[src/rtl/multicycle_ctrl_pkg.sv]
// multicycle_ctrl_pkg: opcodes, FSM states, ALU/WB encodings and halt patterns for the RV32I multi-cycle controller.
package multicycle_ctrl_pkg;

    localparam logic [6:0] OPC_LUI    = 7'b0110111;
    localparam logic [6:0] OPC_AUIPC  = 7'b0010111;
    localparam logic [6:0] OPC_JAL    = 7'b1101111;
    localparam logic [6:0] OPC_JALR   = 7'b1100111;
    localparam logic [6:0] OPC_BRANCH = 7'b1100011;
    localparam logic [6:0] OPC_LOAD   = 7'b0000011;
    localparam logic [6:0] OPC_STORE  = 7'b0100011;
    localparam logic [6:0] OPC_OPIMM  = 7'b0010011;
    localparam logic [6:0] OPC_OP     = 7'b0110011;

    typedef enum logic [2:0] {S_IF, S_ID, S_EX, S_MEM, S_WB, S_HALT, S_ERR} state_e;

    localparam logic [3:0] ALU_ADD  = 4'b0000;
    localparam logic [3:0] ALU_BEQ  = 4'b1001;
    localparam logic [3:0] ALU_BNE  = 4'b1010;
    localparam logic [3:0] ALU_BLT  = 4'b1011;
    localparam logic [3:0] ALU_BGE  = 4'b1100;
    localparam logic [3:0] ALU_BLTU = 4'b1110;
    localparam logic [3:0] ALU_BGEU = 4'b1111;

    localparam logic [1:0] WB_ALU = 2'd0;
    localparam logic [1:0] WB_MEM = 2'd1;
    localparam logic [1:0] WB_PC4 = 2'd2;
    localparam logic [1:0] WB_IMM = 2'd3;

    localparam logic [31:0] NOP_IR      = 32'h0000_0013;
    localparam logic [31:0] HALT_PRE_IR = 32'h00c0_0093;
    localparam logic [31:0] HALT_IR     = 32'h0000_8067;

    function automatic logic [3:0] br_op(input logic [2:0] f3);
        return f3 == 3'b000 ? ALU_BEQ  :
               f3 == 3'b001 ? ALU_BNE  :
               f3 == 3'b100 ? ALU_BLT  :
               f3 == 3'b101 ? ALU_BGE  :
               f3 == 3'b110 ? ALU_BLTU :
               f3 == 3'b111 ? ALU_BGEU : ALU_ADD;
    endfunction

    function automatic logic [3:0] store_be(input logic [2:0] f3);
        return f3 == 3'b000 ? 4'b0001 :
               f3 == 3'b001 ? 4'b0011 :
               f3 == 3'b010 ? 4'b1111 : 4'b0000;
    endfunction

endpackage

[src/rtl/multicycle_ctrl_imm_gen.sv]
// multicycle_ctrl_imm_gen: sign-extended immediate for I/S/B/U/J formats, selected by opcode.
module multicycle_ctrl_imm_gen
    import multicycle_ctrl_pkg::*;
(
    input  logic [31:0] ir_i,
    output logic [31:0] imm_o
);
    logic [6:0]  opc;
    logic [31:0] imm_i, imm_s, imm_b, imm_u, imm_j;

    assign opc   = ir_i[6:0];
    assign imm_i = {{20{ir_i[31]}}, ir_i[31:20]};
    assign imm_s = {{20{ir_i[31]}}, ir_i[31:25], ir_i[11:7]};
    assign imm_b = {{19{ir_i[31]}}, ir_i[31], ir_i[7], ir_i[30:25], ir_i[11:8], 1'b0};
    assign imm_u = {ir_i[31:12], 12'b0};
    assign imm_j = {{11{ir_i[31]}}, ir_i[31], ir_i[19:12], ir_i[20], ir_i[30:21], 1'b0};

    assign imm_o = opc == OPC_STORE                      ? imm_s :
                   opc == OPC_BRANCH                     ? imm_b :
                   (opc == OPC_LUI || opc == OPC_AUIPC) ? imm_u :
                   opc == OPC_JAL                        ? imm_j : imm_i;
endmodule

[src/rtl/multicycle_ctrl.sv]
// multicycle_ctrl: RV32I multi-cycle control FSM (IF/ID/EX/MEM/WB) with latency stretching, retire and halt detection.
// MULTICYCLE_CTRL_ILLEGAL_TRAP_EN: trap unknown opcodes / bad store widths into S_ERR and expose ILLEGAL.
module multicycle_ctrl
    import multicycle_ctrl_pkg::*;
#(
    parameter int unsigned IMEM_LAT = 0,
    parameter int unsigned DMEM_LAT = 0
) (
    input  logic        CLK,
    input  logic        RSTn,
    input  logic [31:0] INSTR,
    input  logic        BR_COND,
    output logic [31:0] IR,
    output logic [31:0] IMM,
    output logic [4:0]  RF_RA1,
    output logic [4:0]  RF_RA2,
    output logic [4:0]  RF_WA1,
    output logic [3:0]  OP,
    output logic        ALU_A_SEL,
    output logic        ALU_B_SEL,
    output logic [1:0]  WB_SEL,
    output logic        PC_SEL,
    output logic        PC_WE,
    output logic        RF_WE,
    output logic        D_MEM_WEN,
    output logic [3:0]  D_MEM_BE,
    output logic [2:0]  LFUNCT,
    output logic        RETIRE,
`ifdef MULTICYCLE_CTRL_ILLEGAL_TRAP_EN
    output logic        ILLEGAL,
`endif
    output logic        HALT
);
    state_e      state_q, state_d;
    logic [3:0]  cnt_q, cnt_d;
    logic [31:0] ir_q, ir_d, prev_ir_q, prev_ir_d;
    logic [6:0]  opc;
    logic [2:0]  f3;
    logic is_lui, is_auipc, is_jal, is_jalr, is_br, is_load, is_store, is_opimm, is_op, known;
    logic last_if, last_mem, retire;

    assign opc      = ir_q[6:0];
    assign f3       = ir_q[14:12];
    assign is_lui   = opc == OPC_LUI;
    assign is_auipc = opc == OPC_AUIPC;
    assign is_jal   = opc == OPC_JAL;
    assign is_jalr  = opc == OPC_JALR;
    assign is_br    = opc == OPC_BRANCH;
    assign is_load  = opc == OPC_LOAD;
    assign is_store = opc == OPC_STORE;
    assign is_opimm = opc == OPC_OPIMM;
    assign is_op    = opc == OPC_OP;
    assign known    = is_lui | is_auipc | is_jal | is_jalr | is_br | is_load | is_store | is_opimm | is_op;

    // One counter serves both IF and MEM; it is zero whenever neither state is active.
    assign last_if  = cnt_q == 4'(IMEM_LAT);
    assign last_mem = cnt_q == 4'(DMEM_LAT);
    assign retire   = state_q == S_WB || (state_q == S_MEM && is_store && last_mem) ||
                      (state_q == S_EX && is_br);

    multicycle_ctrl_imm_gen u_imm_gen (.ir_i(ir_q), .imm_o(IMM));

    always_ff @(posedge CLK or negedge RSTn) begin
        if (!RSTn) begin
            state_q   <= S_IF;
            cnt_q     <= '0;
            ir_q      <= NOP_IR;
            prev_ir_q <= '0;
        end else begin
            state_q   <= state_d;
            cnt_q     <= cnt_d;
            ir_q      <= ir_d;
            prev_ir_q <= prev_ir_d;
        end
    end

    always_comb begin
        state_d   = state_q;
        cnt_d     = '0;
        ir_d      = ir_q;
        prev_ir_d = retire ? ir_q : prev_ir_q;
        case (state_q)
            S_IF: begin
                if (last_if) begin
                    state_d = S_ID;
                    ir_d    = INSTR;
                end else begin
                    cnt_d = cnt_q + 4'd1;
                end
            end
            S_ID: begin
                if (ir_q == HALT_IR && prev_ir_q == HALT_PRE_IR)
                    state_d = S_HALT;
`ifdef MULTICYCLE_CTRL_ILLEGAL_TRAP_EN
                else if (!known || (is_store && f3 > 3'd2))
                    state_d = S_ERR;
`endif
                else
                    state_d = S_EX;
            end
            S_EX:  state_d = (is_load || is_store) ? S_MEM : is_br ? S_IF : S_WB;
            S_MEM: begin
                if (last_mem) state_d = is_store ? S_IF : S_WB;
                else          cnt_d   = cnt_q + 4'd1;
            end
            S_WB:    state_d = S_IF;
            default: state_d = state_q;
        endcase
    end

    always_comb begin
        OP        = is_op    ? {ir_q[30], f3} :
                    is_opimm ? {f3 == 3'b101 && ir_q[30], f3} :
                    is_br    ? br_op(f3) : ALU_ADD;
        ALU_A_SEL = is_auipc | is_jal;
        ALU_B_SEL = !(is_op | is_br);
        WB_SEL    = is_load ? WB_MEM : (is_jal | is_jalr) ? WB_PC4 : is_lui ? WB_IMM : WB_ALU;
        PC_SEL    = is_jal | is_jalr | (is_br & BR_COND);
        D_MEM_BE  = is_store ? store_be(f3) : 4'b0000;
    end

    assign IR        = ir_q;
    assign RF_RA1    = ir_q[19:15];
    assign RF_RA2    = ir_q[24:20];
    assign RF_WA1    = ir_q[11:7];
    assign LFUNCT    = f3;
    assign PC_WE     = retire;
    assign RETIRE    = retire;
    assign RF_WE     = state_q == S_WB && known && ir_q[11:7] != 5'd0;
    assign D_MEM_WEN = !(state_q == S_MEM && is_store && last_mem);
    assign HALT      = state_q == S_HALT;
`ifdef MULTICYCLE_CTRL_ILLEGAL_TRAP_EN
    assign ILLEGAL   = state_q == S_ERR;
`endif
endmodule

[config.mk]
export PLATFORM = sky130hd
export DESIGN_NAME = multicycle_ctrl
export DESIGN_NICKNAME = d
export VERILOG_FILES = /design/src/rtl/multicycle_ctrl_pkg.sv /design/src/rtl/multicycle_ctrl_imm_gen.sv /design/src/rtl/multicycle_ctrl.sv
export SDC_FILE = /design/constraint.sdc
export NUM_CORES = 1
export LEC_CHECK = 0
export BUFFER_PORTS_ARGS = -buffer_cell sky130_fd_sc_hd__buf_2
export CAP_MARGIN = 20
export CORE_MARGIN = 2
export CORE_UTILIZATION = 52
export CTS_BUF_LIST = sky130_fd_sc_hd__clkbuf_2 sky130_fd_sc_hd__clkbuf_4 sky130_fd_sc_hd__clkbuf_8
export DETAILED_ROUTE_END_ITERATION = 8
export PLACE_DENSITY_LB_ADDON = 0.3
export SLEW_MARGIN = 0
export SYNTH_ARGS = -nofsm -noshare
export SYNTH_HDL_FRONTEND = slang
export SYNTH_HIERARCHICAL = 1
export SYNTH_SLANG_ARGS = --single-unit
[constraint.sdc]
create_clock -name CLK -period 3 [get_ports CLK]
set_input_delay 0.15 -clock CLK [delete_from_list [all_inputs] [get_ports CLK]]
set_output_delay 0.15 -clock CLK [all_outputs]
set_load 0.005 [all_outputs]
==> flow_summary.toml, run 1 <==
[outcome]
outcome = "complete, no violations"

[routing]
drtIter0Drc = 144
wl_um = 9030
dr.pass1.iters = 5
ant_nets = 0
wire_per_inst_um = 16.4
viasPerCell = 5.46
vias = 3005
drc = 0

[sta]
maxSlewViolCount = 0
final_hold_viol_count = 0
fin_tns_setup_ns = 0
fin_worst_skew_ns = 0.00696
rsz0062_at_grt = "no"
period_share_pct = 89.7
relSlewSlack_pct = 40.8
worstMarginPinSlew_ns = 0.889
min_period_ns = 2.69
hold_ws_ns = 0.0299
setup_viol = 0
max_freq_ghz = 0.371

[die]
fp-row-count = 31
start_util_pct = 53.3
dieArea_um2 = 8050
io_pins = 135
die_y_um = 89.7
die_w_um = 89.7
design.core.area_um2 = 7180

[setup_path]
cp.arrival_ns = 2.54
cp-start-kind = "flop"
crit_path_end_kind = "output port"
required_ns = 2.85
crit_type = "flop to output port"
r2r_slack_ns = 0.58
crit_fanout = 33

[yosys]
synthesis.nets = 371
postSynth.topFlopCell = "dfrtp_1"
synth_cell_types = 53
synthCells = 334
yosys_warnings = 6
netlist_area_um2 = 3820
postSynth.asyncResetShare_pct = 100
synth_seq_area_share_pct = 46.6
synth_edf_count = 0
synth-seq-cells = 71
syn_area_per_cell_um2 = 11.4

[cts]
htreeDepth = 3
cts-resized-gates = 0
cts.path.max_buffers = 2
clkLatencyLatePin_ns = 0.35
clock-root-buffer = "clkbuf_8"
cts_tree = "done"
post-cts-setup-buffers = 0
cts_buffers = 9
cts_hold_buf = 1
clk_pin_slew_ns = 0.07
cts_num_sinks = 71

[finish]
layout-drive-gt1-share_pct = 51.2
fin_cells = 550
diodes = 0
fillers = 588
fin_nets = 484
final_util_pct = 64.4
area_delta_synth_final_pct = 20.8

[power_and_ir_drop]
peakVddDrop_v = 0.000594
p_leak_nw = 2.22
total_power_mw = 5.22
power_density_nw_per_um2 = 1130

[global_route]
grt_pass1_vias = 2846
antenna_found_initial = 0
track_usage_pct = 22.8
gr-total-overflow = 0
grt_max_degree = 42
grt_pass1_wl_um = 14600

[worst_hold_path]
worstHoldPathType = "input pin to flop"

[placement]
port_buffers = 134
dp.final_hpwl_um = 6420
routabilityCongestion = 0.827
dp_cells = 534

[run]
max_cap_viol_count = 0
per-layer routing:
layer  wire [um]  part of all wire (%)  GRT usage (%)
met1        4120                    46           32.2
met2        4240                    47           35.4
met3         549                   6.1           4.78
met4         117                   1.3           7.69
met5           0                     0              0
final timing paths:
kind	from	end	cells past startpoint
setup / recovery	IR[2]$_DFFE_PN0P_	PC_WE	7
hold / removal	INSTR[14]	IR[14]$_DFFE_PN0P_	2
setup reg to reg	IR[2]$_DFFE_PN0P_	prev_ir_q[29]$_DFFE_PN0P_	6
hold reg to reg	prev_ir_q[4]$_DFFE_PN0P_	prev_ir_q[4]$_DFFE_PN0P_	1
max in group asynchronous	RSTn	IR[4]$_DFFE_PN1P_	3
min in group asynchronous	RSTn	IR[15]$_DFFE_PN0P_	2
cells by family (layout without fill, tap and decap cells):
family	count (synthesis)	after routing	synth area share (%)
AO/OA/AOI/OAI	52	52	10.2
XOR/XNOR	5	5	1.15
adder cells (fa/ha/maj)	2	2	0.655
buffers and inverters	48	165	7.66
flip-flops	71	71	46.6
multiplexers	63	63	18.8
AND/OR/NAND/NOR	93	93	15.0
through the flow:
stage          setup WS, ns  area [um2]
2_1_floorplan         0.701        3820
6_report              0.308        4620
3_5_place_dp          0.574        4410
3_3_place_gp          0.660        4410
5_1_grt               0.107        4620
4_1_cts               0.281        4620
sequential cells by signal (all words and copies together), names as in the netlist:
register / flops
cnt_q: 4
IR: 32
prev_ir_q: 32
state_q: 3
synth_stat cells (all sizes together) (2+ instances only):
cell     count  area share, %
nand2       11            1.1
dfstp        3            2.1
a211oi       3           0.59
a21oi        4           0.82
mux2        63             19
nor4b        5            1.1
a2111oi      2           0.46
a21o        20            3.9
nand4b       2           0.46
clkbuf      11            1.1
xnor2        4           0.92
nand3b       4           0.79
buf         29            5.8
nor3         7            1.3
a22o         7            1.6
nor2        19            2.1
or4          3           0.59
dfrtp       68             45
nand2b       5           0.82
nand3        4           0.52
o21ai        8            1.0
or3          2           0.36
nor4         9            1.5
inv          8           0.79
o31ai        2           0.39
ha           2           0.65
nor2b       12            2.0
nand4        2           0.33
placed cells by master (no fill, tap or decap), types with 2 or more instances in the layout:
cell	n
nand2_1	11
mux2_4	2
nor4b_1	5
nor2b_1	12
a21oi_1	3
buf_4	7
nand3_1	4
mux2_2	61
xnor2_1	4
a2111oi_0	2
inv_1	8
nor4_1	9
or4_1	3
a211oi_1	3
nand2b_1	5
nor2_1	17
a22o_1	7
clkbuf_8	11
buf_2	134
ha_1	2
o21ai_0	8
dfstp_2	3
nor3_1	5
nand4b_1	2
dfrtp_1	68
nand4_1	2
o31ai_1	2
a21o_1	20
nand3b_1	4
report_power, final:
| group | total, mW | leakage, nW | internal [mW] | switching [mW] |
|---|---|---|---|---|
| logic | 2.33 | 1.28 | 1.35 | 0.979 |
| registers | 2.12 | 0.838 | 1.45 | 0.673 |
| clock network | 0.773 | 0.102 | 0.433 | 0.340 |
| total | 5.22 | 2.22 | 3.23 | 1.99 |
critical path, cell delays in order (launching register included):
cell	delay (ns)
dfrtp_1	0.49
nand3b_1	0.27
or4b_1	0.64
nor3_4	0.23
nor2_2	0.06
buf_4	0.27
inv_1	0.11
buf_2	0.11
layout make-up:
cell class / count / area [um2] / share of cell area [%]
clock inverters: 3 / 42.5 / 0.921
repair buffers: 142 / 733 / 15.9
well taps: 99 / 124 / 2.68
multi-input cells: 215 / 1750 / 37.9
flip-flops and latches: 71 / 1780 / 38.6
clock buffers: 12 / 159 / 3.44
inverters: 8 / 30.0 / 0.650
(Power assumes the default switching activity.)
==> inputs of run 2 (changes only) <==
--- a/config.mk
+++ b/config.mk
@@ -10,6 +10,7 @@
 export CORE_MARGIN = 2
 export CORE_UTILIZATION = 52
 export CTS_BUF_LIST = sky130_fd_sc_hd__clkbuf_2 sky130_fd_sc_hd__clkbuf_4 sky130_fd_sc_hd__clkbuf_8
+export CTS_CLUSTER_SIZE = 24
 export DETAILED_ROUTE_END_ITERATION = 8
 export PLACE_DENSITY_LB_ADDON = 0.3
 export SLEW_MARGIN = 0
==> constraint.sdc (replaced) <==
create_clock -name CLK -period 2.85 [get_ports CLK]
set_input_delay 0.1425 -clock CLK [delete_from_list [all_inputs] [get_ports CLK]]
set_output_delay 0.1425 -clock CLK [all_outputs]
set_load 0.005 [all_outputs]
==> run 2 against run 1 <==
Sequential share of layout area shrank 0.34 points. Worst hold slack lost 0.0066 ns. Critical path depth did not move. Largest power group unchanged. Cell count grew 0.73%. Critical path type unchanged. Non-clock buffer count rose by 3. First-iteration DRC count down 7.6%. Critical endpoint is now RETIRE. Clock-buffer cell count down 1. Die area did not move.
==> flow_summary.toml, run 2 (synthesized netlist as in run 1, its figures left out) <==
[outcome]
outcome = "complete, no violations"

[die]
die_w_um = 89.7
design.core.area_um2 = 7180
io_pins = 135
dieArea_um2 = 8050
die_y_um = 89.7
fp-row-count = 31
start_util_pct = 53.3

[global_route]
grt_pass1_vias = 2845
grt_max_degree = 34
gr-total-overflow = 0
track_usage_pct = 23.0
antenna_found_initial = 0
grt_pass1_wl_um = 14800

[sta]
fin_tns_setup_ns = 0
maxSlewViolCount = 0
final_hold_viol_count = 0
fin_worst_skew_ns = 0.0102
worstMarginPinSlew_ns = 0.692
max_freq_ghz = 0.376
relSlewSlack_pct = 53.8
setup_viol = 0
rsz0062_at_grt = "no"
period_share_pct = 93.3
min_period_ns = 2.66

[worst_hold_path]
worst_hold_path.num_cells = 2
worstHoldPathType = "input pin to flop"

[setup_path]
crit_type = "flop to output port"
crit_fanout = 33
r2r_slack_ns = 0.46
r2r-start = "IR[2]$_DFFE_PN0P_"
required_ns = 2.71
cp-start-kind = "flop"
crit_path_start = "IR[2]$_DFFE_PN0P_"
crit_path_end_kind = "output port"
cp.arrival_ns = 2.52
r2r_end = "prev_ir_q[29]$_DFFE_PN0P_"
endpoint = "RETIRE"
r2r_cells = 6

[routing]
dr.pass1.iters = 4
drtIter0Drc = 133
drc = 0
wl_um = 9020
wire_per_inst_um = 16.3
ant_nets = 0
vias = 3016
viasPerCell = 5.44

[finish]
layout_common_cells = "134 x buf_2, 68 x dfrtp_1, 61 x mux2_2"
seqCellArea_um2 = 1780
diodes = 0
area_delta_synth_final_pct = 21.9
layout_commonest_cell = "buf_2"
layout-drive-gt1-share_pct = 51.6
fillers = 586
fin_nets = 487
multi_input_area_um2 = 1750

[power_and_ir_drop]
peakVddDrop_v = 0.000602
power_density_nw_per_um2 = 1190
p_leak_nw = 2.25
pwr-share-clk_pct = 14.8
swShare_pct = 38.1
seq_power_share_pct = 38.7
total_power_mw = 5.56
internal_power_mw = 3.44
combPwrFrac_pct = 46.5
switching_power_mw = 2.12

[cts]
cts_tree = "done"
clk_pin_slew_ns = 0.08
clkLatencyLatePin_ns = 0.34
htreeDepth = 3
cts_num_sinks = 71
clock-root-buffer = "clkbuf_8"
post-cts-setup-buffers = 0
cts_buffers = 9
cts.path.max_buffers = 2

[run]
max_cap_viol_count = 0

[placement]
port_buffers = 134
dp.final_hpwl_um = 6620
routabilityCongestion = 0.817
## run 2: changes by cell type in the layout (fill, tap and decap cells not counted), sizes merged
cell	previous run	this run
clkinv	1	3
clkbuf	12	11
buf	141	144
## run 2: final cells by class
class,count,share of cell area (%)
multi-input combinational,215,37.5
inverter,8,0.644
timing repair buffer,145,16.5
clock buffer,11,3.25
sequential,71,38.2
clock inverter,5,1.21
tap,99,2.66
## run 2: per-layer routing
layer,global-route usage [%],up-vias,share of wire (%)
met2,35.1,108,48
li1,-,1420,-
met1,32.9,1479,45
met4,8.46,0,0.99
met3,4.53,9,6.0
met5,0,-,0
## run 2: worst min path at each step
stage | start | to | slack (ns)
global route | INSTR[19] | IR[19]$_DFFE_PN0P_ | 0.008
finish | INSTR[25] | IR[25]$_DFFE_PN0P_ | 0.02
floorplan | RSTn | IR[10]$_DFFE_PN0P_ | -0.15
global placement | RSTn | IR[16]$_DFFE_PN0P_ | 0.12
detailed placement | RSTn | IR[16]$_DFFE_PN0P_ | 0.14
CTS | INSTR[25] | IR[25]$_DFFE_PN0P_ | 0.01
## run 2: power groups by stage
| stage | logic [mW] | registers, mW | clock network (mW) |
|---|---|---|---|
| 3_5_place_dp | 2.60 | 2.16 | 0 |
| 4_1_cts | 2.61 | 2.15 | 0.840 |
| 6_report | 2.59 | 2.15 | 0.821 |
| 2_1_floorplan | 1.89 | 1.95 | 0 |
| 3_3_place_gp | 2.54 | 2.13 | 0 |
| 5_1_grt | 2.83 | 2.25 | 0.889 |
## run 2: worst max-delay path, stage by stage (launching register included)
cell and delay, ns:
dfrtp_1 0.49, nand3b_1 0.27, or4b_1 0.63, nor3_4 0.23, nor2_2 0.05, buf_4 0.26
inv_1 0.11, buf_2 0.11
## run 2: metrics by stage
stage | setup slack, ns | instances | cell area, um2 | utilization (%) | hold WS [ns]
after CTS | 0.180 | 554 | 4660 | 64.9 | 0.0128
after global routing | 0.0197 | 554 | 4660 | 64.9 | 0.00836
final | 0.190 | 554 | 4660 | 64.9 | 0.0233
after detailed placement | 0.470 | 537 | 4440 | 61.9 | 0.141
after floorplan | 0.551 | 334 | 3820 | - | -0.153
after global placement | 0.520 | 537 | 4440 | 61.9 | 0.125
## run 2: what timing repair did
action | CTS | global route
resized for setup | 0 | 0
endpoints found under the hold margin | 21 | 0
hold buffers | 1 | 0
==> inputs of run 3 (changes only) <==
--- a/config.mk
+++ b/config.mk
@@ -13,6 +13,7 @@
 export CTS_CLUSTER_SIZE = 24
 export DETAILED_ROUTE_END_ITERATION = 8
 export PLACE_DENSITY_LB_ADDON = 0.3
+export REMOVE_ABC_BUFFERS = 1
 export SLEW_MARGIN = 0
 export SYNTH_ARGS = -nofsm -noshare
 export SYNTH_HDL_FRONTEND = slang
==> run 3 against run 2 <==
Utilization unchanged. Critical path type unchanged. Combinational power about the same. Wire length is 2.2% higher. Highest routed layer unchanged. Register-to-register slack got worse by 0.09 ns. Die area unchanged. Clock-buffer cell count fell by 1. First-iteration DRC count up 46%. Sequential cell count stayed put. Worst hold slack improved by 0.0080 ns. Cell count is 0.36% higher. Design area is the same. Global-route usage increased by 0.25 points.
==> flow_summary.toml, run 3 (synthesized netlist as in run 1, its figures left out) <==
[global_route]
grt_pass1_vias = 3012
antenna_found_initial = 0
grt_pass1_wl_um = 15200
gr-total-overflow = 0
grt_max_degree = 72
track_usage_pct = 23.3

[finish]
layout-drive-gt1-share_pct = 51.9
area_delta_synth_final_pct = 21.9
fillers = 599
diodes = 0
final_util_pct = 64.9
fin_cells = 556
layout_commonest_cell = "buf_2"
fin_nets = 489
layout_common_cells = "133 x buf_2, 68 x dfrtp_1, 61 x mux2_2"
final_area_um2 = 4660

[run]
max_cap_viol_count = 0

[placement]
dp.final_hpwl_um = 6540
dp_cells = 539
postPlaceCellArea_um2 = 4450
port_buffers = 134
routabilityCongestion = 0.873

[die]
fp-row-count = 31
die_w_um = 89.7
design.core.area_um2 = 7180
io_pins = 135
dieArea_um2 = 8050
start_util_pct = 53.3
die_y_um = 89.7

[cts]
clock-root-buffer = "clkbuf_8"
cts.path.max_buffers = 2
cts_num_sinks = 71
htreeDepth = 3
cts_tree = "done"
clk_pin_slew_ns = 0.08
cts_buffers = 9
clkLatencyLatePin_ns = 0.34

[setup_path]
crit_path_end_kind = "output port"
r2r-start = "IR[1]$_DFFE_PN1P_"
cp-start-kind = "flop"
crit_slowest_cell = "or4b_1"
cp.arrival_ns = 2.42
crit_type = "flop to output port"
critical_path.cell_chain = "nand3b_1, or4b_1, nor3_4, nor2_4, inv_1, buf_2"
crit_fanout = 20
max_stage_delay_ns = 0.65
required_ns = 2.71
crit_path_start = "IR[1]$_DFFE_PN1P_"

[routing]
viasPerCell = 5.54
drtIter0Drc = 194
wl_um = 9220
dr.pass1.iters = 4
vias = 3080
drc = 0
ant_nets = 0
wire_per_inst_um = 16.6

[power_and_ir_drop]
power_density_nw_per_um2 = 1190
peakVddDrop_v = 0.000654
p_leak_nw = 2.25

[worst_hold_path]
hold_start = "INSTR[14]"
worstHoldPathType = "input pin to flop"

[sta]
period_share_pct = 89.8
relSlewSlack_pct = 39.7
maxSlewViolCount = 0
worstMarginPinSlew_ns = 0.905
setup_viol = 0
max_freq_ghz = 0.391
fin_tns_setup_ns = 0
final_hold_viol_count = 0
rsz0062_at_grt = "no"
hold_ws_ns = 0.0312
min_period_ns = 2.56
fin_worst_skew_ns = 0.00988

[outcome]
outcome = "complete, no violations"
run 3: repair_timing:
item	CTS	global route
endpoints found under the setup margin	0	2
hold endpoints to repair	68	0
hold buffers	1	0
buffers inserted	0	0
resized for setup	0	1
run 3: final timing paths:
check                                            endpoint  slack (ns)  cells after the start
max in group asynchronous       prev_ir_q[12]$_DFFE_PN0P_        1.78                      2
worst min register to register   prev_ir_q[4]$_DFFE_PN0P_        0.51                      1
min in group asynchronous              IR[14]$_DFFE_PN0P_        0.48                      2
worst max-delay path                                PC_WE        0.29                      6
worst max register to register  prev_ir_q[29]$_DFFE_PN0P_        0.37                      6
worst min-delay path                   IR[14]$_DFFE_PN0P_        0.03                      2
run 3: routing by layer:
metal  wire length [um]  track usage, %  share of wire (%)
met4                125            7.05                1.4
met1               4130            32.3                 45
met2               4490            38.6                 49
met3                471            2.77                5.1
met5                  0               0                  0
run 3: metrics by stage:
step / worst slack (ns) / power [mW]
3_3_place_gp: 0.274 / 4.67
2_1_floorplan: 0.300 / 3.56
5_1_grt: 0.172 / 5.94
4_1_cts: 0.161 / 5.56
6_report: 0.290 / 5.53
3_5_place_dp: 0.241 / 4.75
run 3: cell type report:
cell class	count	area (um2)	area share, %
clock buffer	10	138	2.95
multi-input combinational	215	1750	37.6
inverter	8	30.0	0.644
clock inverter	6	60.1	1.29
sequential	71	1780	38.2
timing repair buffer	147	773	16.6
tap	99	124	2.66
run 3: where the power goes:
part | leakage [nW] | total, mW | switching, mW | internal [mW]
sequential | 0.838 | 2.18 | 0.652 | 1.53
clock | 0.0981 | 0.799 | 0.375 | 0.423
combinational | 1.31 | 2.56 | 1.10 | 1.46
total | 2.25 | 5.53 | 2.12 | 3.41
run 3: worst max-delay path: cells and delay by family, from the launching register on:
kind,cells,cell delay (ns)
buffers and inverters,2,0.24
and+or+nand+nor,4,1.23
DFF,1,0.60
